File: config.mk
export PLATFORM = sky130hd
export DESIGN_NAME = fork_cond_sched_2ph_flat
export DESIGN_NICKNAME = d
export VERILOG_FILES = /design/src/rtl/fork_cond_sched_pkg.sv /design/src/rtl/fork_cond_sched_2ph_if.sv /design/src/rtl/sync_ff.sv /design/src/rtl/fork_cond_sched_2ph.sv /design/src/flat_wrapper.sv
export SDC_FILE = /design/constraint.sdc
export NUM_CORES = 1
export LEC_CHECK = 0
export ABC_CLOCK_PERIOD_IN_PS = 2800
export BUFFER_PORTS_ARGS = -buffer_cell sky130_fd_sc_hd__clkbuf_2
export CORE_MARGIN = 10
export CORE_UTILIZATION = 58
export CTS_BUF_LIST = sky130_fd_sc_hd__clkbuf_8 sky130_fd_sc_hd__clkbuf_16
export CTS_CLUSTER_SIZE = 25
export DETAILED_ROUTE_END_ITERATION = 10
export GPL_TIMING_DRIVEN = 0
export PLACE_DENSITY = 0.83
export SLEW_MARGIN = 40
export SYNTH_ARGS = -nofsm -noshare
export SYNTH_HDL_FRONTEND = slang
export SYNTH_SLANG_ARGS = --single-unit
export TNS_END_PERCENT = 50
File: constraint.sdc
create_clock -name clk -period 2.8 [get_ports clk]
set_input_delay 0.28 -clock clk [delete_from_list [all_inputs] [get_ports clk]]
set_output_delay 0.28 -clock clk [all_outputs]
set_load 0.05 [all_outputs]
File: src/rtl/fork_cond_sched_pkg.sv
// Shared types and constants for the conditional-fork token scheduler.
package fork_cond_sched_pkg;

   typedef enum logic [1:0] {
      ST_IDLE     = 2'd0,
      ST_SETUP    = 2'd1,
      ST_WAIT_ACK = 2'd2
   } state_e;

   // Bit positions inside a routing mask.
   localparam int MASK_CH1 = 0;
   localparam int MASK_CH2 = 1;

endpackage : fork_cond_sched_pkg

File: src/rtl/fork_cond_sched_2ph_if.sv
// Token input handshake plus the 2-phase fork link and status outputs.
interface fork_cond_sched_2ph_if #(
   parameter int CNT_WIDTH = 8
);
   logic                 in_valid;
   logic                 in_ready;
   logic [1:0]           in_mask;
   logic                 r;
   logic                 a;
   logic                 cond1;
   logic                 cond2;
   logic                 busy;
   logic [CNT_WIDTH-1:0] tok_cnt;
   logic                 err;

   // Producer / fork side: drives tokens and the acknowledge.
   modport master (
      output in_valid, in_mask, a,
      input  in_ready, r, cond1, cond2, busy, tok_cnt, err
   );

   // Scheduler side.
   modport slave (
      input  in_valid, in_mask, a,
      output in_ready, r, cond1, cond2, busy, tok_cnt, err
   );
endinterface : fork_cond_sched_2ph_if

File: src/rtl/sync_ff.sv
// Multi-flop synchronizer for a single asynchronous level.
module sync_ff #(
   parameter int STAGES = 2
) (
   input  logic clk,
   input  logic rstn,
   input  logic d,
   output logic q
);

   logic [STAGES-1:0] sync_q;
   logic [STAGES-1:0] sync_d;

   // Shift the raw input one stage deeper every clock.
   always_comb begin
      sync_d = {sync_q[STAGES-2:0], d};
   end

   // Synchronizer chain, cleared by reset.
   // NOTE: sequential state uses <= so every flop samples pre-edge values; = here would collapse the chain.
   always_ff @(posedge clk or negedge rstn) begin
      if (!rstn) sync_q <= '0;
      else       sync_q <= sync_d;
   end

   assign q = sync_q[STAGES-1];

endmodule : sync_ff

File: src/rtl/fork_cond_sched_2ph.sv
// Routing-mask FIFO feeding a 2-phase request/acknowledge scheduler for a conditional fork.
module fork_cond_sched_2ph
   import fork_cond_sched_pkg::*;
#(
   parameter int DEPTH       = 4,
   parameter int SYNC_STAGES = 2,
   parameter int CNT_WIDTH   = 8
) (
   input logic                  clk,
   input logic                  rstn,
   fork_cond_sched_2ph_if.slave bus
);

   localparam int AW = $clog2(DEPTH);

   localparam logic [AW:0]          PTR_INC = {{AW{1'b0}}, 1'b1};
   localparam logic [CNT_WIDTH-1:0] CNT_INC = {{(CNT_WIDTH-1){1'b0}}, 1'b1};

   // FIFO storage and pointers (extra MSB tells full from empty).
   logic [1:0]     mem_q [DEPTH];
   logic [AW:0]    wr_ptr_q, wr_ptr_d;
   logic [AW:0]    rd_ptr_q, rd_ptr_d;
   logic           full, empty, push, pop;
   logic [1:0]     head;

   // Scheduler state.
   state_e               state_q, state_d;
   logic                 r_q, r_d;
   logic                 cond1_q, cond1_d;
   logic                 cond2_q, cond2_d;
   logic                 busy_q, busy_d;
   logic                 err_q, err_d;
   logic [CNT_WIDTH-1:0] tok_cnt_q, tok_cnt_d;
   logic                 a_s;

   sync_ff #(.STAGES(SYNC_STAGES)) u_sync_a (
      .clk  (clk),
      .rstn (rstn),
      .d    (bus.a),
      .q    (a_s)
   );

   assign empty = (wr_ptr_q == rd_ptr_q);
   assign full  = (wr_ptr_q[AW] != rd_ptr_q[AW]) && (wr_ptr_q[AW-1:0] == rd_ptr_q[AW-1:0]);
   // Push depends on full only, so a same-cycle pop never makes room for a push.
   assign push  = bus.in_valid && !full;
   assign pop   = (state_q == ST_IDLE) && !empty;
   assign head  = mem_q[rd_ptr_q[AW-1:0]];

   // Mask storage write.
   // NOTE: the data array has no reset; pointers alone define which entries are valid.
   always_ff @(posedge clk) begin
      if (push) mem_q[wr_ptr_q[AW-1:0]] <= bus.in_mask;
   end

   // Pointer advance on push and pop.
   always_comb begin
      wr_ptr_d = wr_ptr_q;
      rd_ptr_d = rd_ptr_q;
      if (push) wr_ptr_d = wr_ptr_q + PTR_INC;
      if (pop)  rd_ptr_d = rd_ptr_q + PTR_INC;
   end

   // Next state: load conditions, issue the request edge, wait for the matching acknowledge.
   always_comb begin
      // NOTE: every output of this block gets a default first so no path leaves one unassigned (no latch).
      state_d   = state_q;
      r_d       = r_q;
      cond1_d   = cond1_q;
      cond2_d   = cond2_q;
      tok_cnt_d = tok_cnt_q;
      err_d     = err_q;

      unique case (state_q)
         ST_IDLE: begin
            if (!empty) begin
               cond1_d = head[MASK_CH1];
               cond2_d = head[MASK_CH2];
               state_d = ST_SETUP;
            end
         end
         ST_SETUP: begin
            r_d     = ~r_q;
            state_d = ST_WAIT_ACK;
         end
         ST_WAIT_ACK: begin
            if (a_s == r_q) begin
               tok_cnt_d = tok_cnt_q + CNT_INC;
               state_d   = ST_IDLE;
            end
         end
         default: state_d = ST_IDLE;
      endcase

      // Outside WAIT_ACK the fork has nothing outstanding, so its acknowledge must match r.
      if ((state_q == ST_IDLE || state_q == ST_SETUP) && (a_s != r_q)) err_d = 1'b1;

      busy_d = (state_d != ST_IDLE);
   end

   // State and output registers.
   always_ff @(posedge clk or negedge rstn) begin
      if (!rstn) begin
         wr_ptr_q  <= '0;
         rd_ptr_q  <= '0;
         state_q   <= ST_IDLE;
         r_q       <= 1'b0;
         cond1_q   <= 1'b0;
         cond2_q   <= 1'b0;
         busy_q    <= 1'b0;
         err_q     <= 1'b0;
         tok_cnt_q <= '0;
      end else begin
         wr_ptr_q  <= wr_ptr_d;
         rd_ptr_q  <= rd_ptr_d;
         state_q   <= state_d;
         r_q       <= r_d;
         cond1_q   <= cond1_d;
         cond2_q   <= cond2_d;
         busy_q    <= busy_d;
         err_q     <= err_d;
         tok_cnt_q <= tok_cnt_d;
      end
   end

   assign bus.in_ready = !full;
   assign bus.r        = r_q;
   assign bus.cond1    = cond1_q;
   assign bus.cond2    = cond2_q;
   assign bus.busy     = busy_q;
   assign bus.err      = err_q;
   assign bus.tok_cnt  = tok_cnt_q;

endmodule : fork_cond_sched_2ph

File: src/flat_wrapper.sv
// flat-port wrapper written by rule: the top's interface ports become plain ports
module fork_cond_sched_2ph_flat import fork_cond_sched_pkg::*;
#(
   parameter int DEPTH       = 4,
   parameter int SYNC_STAGES = 2,
   parameter int CNT_WIDTH   = 8
)
  (clk, rstn, bus_in_valid, bus_in_mask, bus_a, bus_in_ready, bus_r, bus_cond1, bus_cond2, bus_busy, bus_tok_cnt, bus_err);
  fork_cond_sched_2ph_if #(.CNT_WIDTH(CNT_WIDTH)) bus_i ();
  input logic clk;
  input logic rstn;
  input wire logic [$bits(bus_i.in_valid)-1:0] bus_in_valid;
  input wire logic [$bits(bus_i.in_mask)-1:0] bus_in_mask;
  input wire logic [$bits(bus_i.a)-1:0] bus_a;
  output wire logic [$bits(bus_i.in_ready)-1:0] bus_in_ready;
  output wire logic [$bits(bus_i.r)-1:0] bus_r;
  output wire logic [$bits(bus_i.cond1)-1:0] bus_cond1;
  output wire logic [$bits(bus_i.cond2)-1:0] bus_cond2;
  output wire logic [$bits(bus_i.busy)-1:0] bus_busy;
  output wire logic [$bits(bus_i.tok_cnt)-1:0] bus_tok_cnt;
  output wire logic [$bits(bus_i.err)-1:0] bus_err;
  assign bus_i.in_valid = bus_in_valid;
  assign bus_i.in_mask = bus_in_mask;
  assign bus_i.a = bus_a;
  assign bus_in_ready = bus_i.in_ready;
  assign bus_r = bus_i.r;
  assign bus_cond1 = bus_i.cond1;
  assign bus_cond2 = bus_i.cond2;
  assign bus_busy = bus_i.busy;
  assign bus_tok_cnt = bus_i.tok_cnt;
  assign bus_err = bus_i.err;
  fork_cond_sched_2ph #(.DEPTH(DEPTH), .SYNC_STAGES(SYNC_STAGES), .CNT_WIDTH(CNT_WIDTH)) u_core (.clk(clk), .rstn(rstn), .bus(bus_i));
endmodule
==> impl_metrics.toml <==
[yosys]
synth_top_cells_by_area = "dfrtp_1 44%, edfxtp_1 18%, xnor2_1 6.7%"
synth.most_common_cell = "dfrtp_1"
synthTopCellsByCount = "23 x dfrtp_1, 10 x xnor2_1, 8 x edfxtp_1"
netlist-cell-type-count = 23
seq_area_frac_synth = 0.623
yosys_warnings = 0
async_flop_share = 0.742
yosysTopAreaCellShare = 0.439
syn-instance-count = 88
synth_top_cell_by_area = "dfrtp_1"
synth_edf_count = 8
syn-num-nets = 100
syn_avg_cell_area_um2 = 14.9
synth_area_um2 = 1310
synth_seq_cells = 31
ys.flop_type = "dfrtp_1"

[timing]
final.min_clock_period_ns = 1.88
drv_slew = 0
setup_tns_ns = 0
rsz0062_at_grt = "false"
finalCritPeriodShare = 0.672
maxSlewHeadroom = 0.640
setup_viol = 0
fmaxAchievable_mhz = 531
hold_viol_final = 0
clock_skew_ns = 0.00618
worstMarginPinSlew_ns = 0.539

[die]
rows = 17
die_x_um = 67.5
io_pins = 20
die_area_um2 = 4560
core_um2 = 2190
die_h_um = 67.5
initial_core_util = 0.598

[critical_path]
startpoint_type = "register"
r2r_start = "u_core.rd_ptr_q[0]$_DFFE_PN0P_"
cp.required_ns = 2.52
rr_worst_depth = 3
r2r-end = "u_core.rd_ptr_q[1]$_DFFE_PN0P_"
r2r_slack_ns = 1.12
cp_max_fo = 6
endpoint_kind = "output port"
cp.arrival_ns = 1.60
worstSetupPathType = "reg -> out"

[global_route]
grt_max_degree = 24
gr-usage-all-layers = 0.110
overflow = 0
grt_pass1_wl_um = 3680
antenna_found_initial = 0
first_global_vias = 810

[clocking]
root_buffer = "clkbuf_8"
htreeDepth = 2
cts_sinks = 31
numCtsBuffers = 5
clock_latency_ns = 0.27
tritoncts = "done"
clk_pin_slew_ns = 0.06
clockBufferDepth = 2

[power_and_ir_drop]
total_power_uw = 1950
cellPowerDensity_nw_per_um2 = 1260
clockPowerShare = 0.176
internal_power_uw = 1130
swShare = 0.418
p_seq_frac = 0.396
power_switching_uw = 815
pwr-share-comb = 0.428
p_leak_uw = 0.000709
max-vdd-ir-drop_v = 0.000768

[drt]
drtAntennaViolNets = 0
drc = 0
drtIter0Drc = 24
totalWireLength_um = 2080
vias = 748
via_per_inst = 5.19
drtPass1Iterations = 4
wire_per_inst_um = 14.5

[finish]
final_layout_size_suffix_gt1_frac = 0.284
areaGrowthSynthToFinish_pct = 17.7
n_antenna_cell = 0
final_net_count = 127
fin_util = 0.704

[run_status]
status = "finished, final reports clean"

[worst_hold_path]
whs_endpoint = "u_core.u_sync_a.sync_q[0]$_DFF_PN0_"
hold_depth = 1
min_path_type = "in -> reg"
min_from = "bus_a"

[placed_design]
numPortBuffers = 19
dp_hpwl_um = 1610
globalplace.congestion = 0.714

[run]
cap_violations = 0
[worst max-delay path: stages (launching register included)]
cell	delay, ns
dfrtp_1	0.46
xnor2_1	0.33
nand3b_1	0.23
clkbuf_2	0.30
[registers in the layout (all words and copies together) (netlist names)]
signal	count
u_core.bus.err	1
u_core.state_q	2
u_core.bus.tok_cnt	8
u_core.bus.cond1	1
u_core.bus.busy	1
u_core.wr_ptr_q	3
u_core.bus.r	1
u_core.mem_q	8
u_core.bus.cond2	1
u_core.rd_ptr_q	3
u_core.u_sync_a.sync_q	2
[layer usage]
metal | routed length [um] | vias to the layer above | track usage
met5 | 0 | - | 0
met4 | 28 | 0 | 0.0538
met3 | 163 | 2 | 0.0512
met2 | 1130 | 21 | 0.194
met1 | 758 | 367 | 0.105
li1 | - | 358 | -
[power by group through the flow]
stage | combinational, uW | sequential [uW] | clock (uW)
finish | 835 | 772 | 343
floorplan | 465 | 958 | 0
global placement | 810 | 770 | 0
detailed placement | 852 | 783 | 0
CTS | 857 | 775 | 355
global route | 920 | 798 | 377
[layout make-up]
type | count | area, um^2
timing repair buffer | 20 | 105
clock buffer | 6 | 82.6
sequential | 31 | 816
tap | 28 | 35.0
fill | 169 | 649
multi-input combinational | 54 | 483
inverter | 2 | 7.51
clock inverter | 2 | 8.76
buffer | 1 | 3.75
[what timing repair did]
action / CTS / global route
endpoints found under the setup margin: 0 / 0
hold endpoints to repair: 17 / 0
setup buffers: 0 / 0
resized for setup: 0 / 0
hold buffers: 1 / 0
[cell usage in the layout, fill, tap and decap left out, types with 2 or more instances in the layout]
| cell type | count |
|---|---|
| dfrtp_1 | 23 |
| clkbuf_2 | 19 |
| xnor2_1 | 10 |
| edfxtp_1 | 8 |
| xor2_1 | 6 |
| ha_1 | 6 |
| clkbuf_8 | 6 |
| mux2_2 | 5 |
| and3_1 | 4 |
| nand2_1 | 4 |
| inv_1 | 3 |
| nand4_1 | 3 |
| nand2b_1 | 2 |
| nand3_1 | 2 |
| nor2_1 | 2 |
| mux4_1 | 2 |
[stage by stage]
step | instances | hold slack, ns | area, um^2 | worst slack, ns
2_1_floorplan | 88 | -0.0156 | 1310 | 0.822
6_report | 144 | 0.109 | 1540 | 0.918
3_5_place_dp | 135 | 0.297 | 1440 | 1.13
4_1_cts | 144 | 0.101 | 1540 | 0.899
3_3_place_gp | 135 | 0.283 | 1440 | 1.15
5_1_grt | 144 | 0.102 | 1540 | 0.802
[worst max path at each step]
stage	to	cells after the start	from	slack [ns]
2_1_floorplan	u_core.wr_ptr_q[1]$_DFFE_PN0P_	4	u_core.rd_ptr_q[0]$_DFFE_PN0P_	0.82
3_3_place_gp	u_core.bus.cond1$_DFFE_PN0P_	3	u_core.rd_ptr_q[0]$_DFFE_PN0P_	1.15
3_5_place_dp	u_core.rd_ptr_q[1]$_DFFE_PN0P_	3	u_core.rd_ptr_q[0]$_DFFE_PN0P_	1.13
4_1_cts	bus_in_ready	3	u_core.rd_ptr_q[1]$_DFFE_PN0P_	0.90
5_1_grt	bus_in_ready	3	u_core.rd_ptr_q[0]$_DFFE_PN0P_	0.80
6_report	bus_in_ready	3	u_core.rd_ptr_q[0]$_DFFE_PN0P_	0.92
[cell families (layout without fill, tap and decap cells)]
group / after synthesis / in the layout / synth area share
simple gates: 22 / 22 / 0.0917
compound gates: 3 / 3 / 0.0296
mux: 7 / 7 / 0.0831
fa+ha+maj: 6 / 6 / 0.0573
flops: 31 / 31 / 0.623
buf+inv: 3 / 31 / 0.00860
xor+xnor: 16 / 16 / 0.107
(Power assumes the default switching activity.)
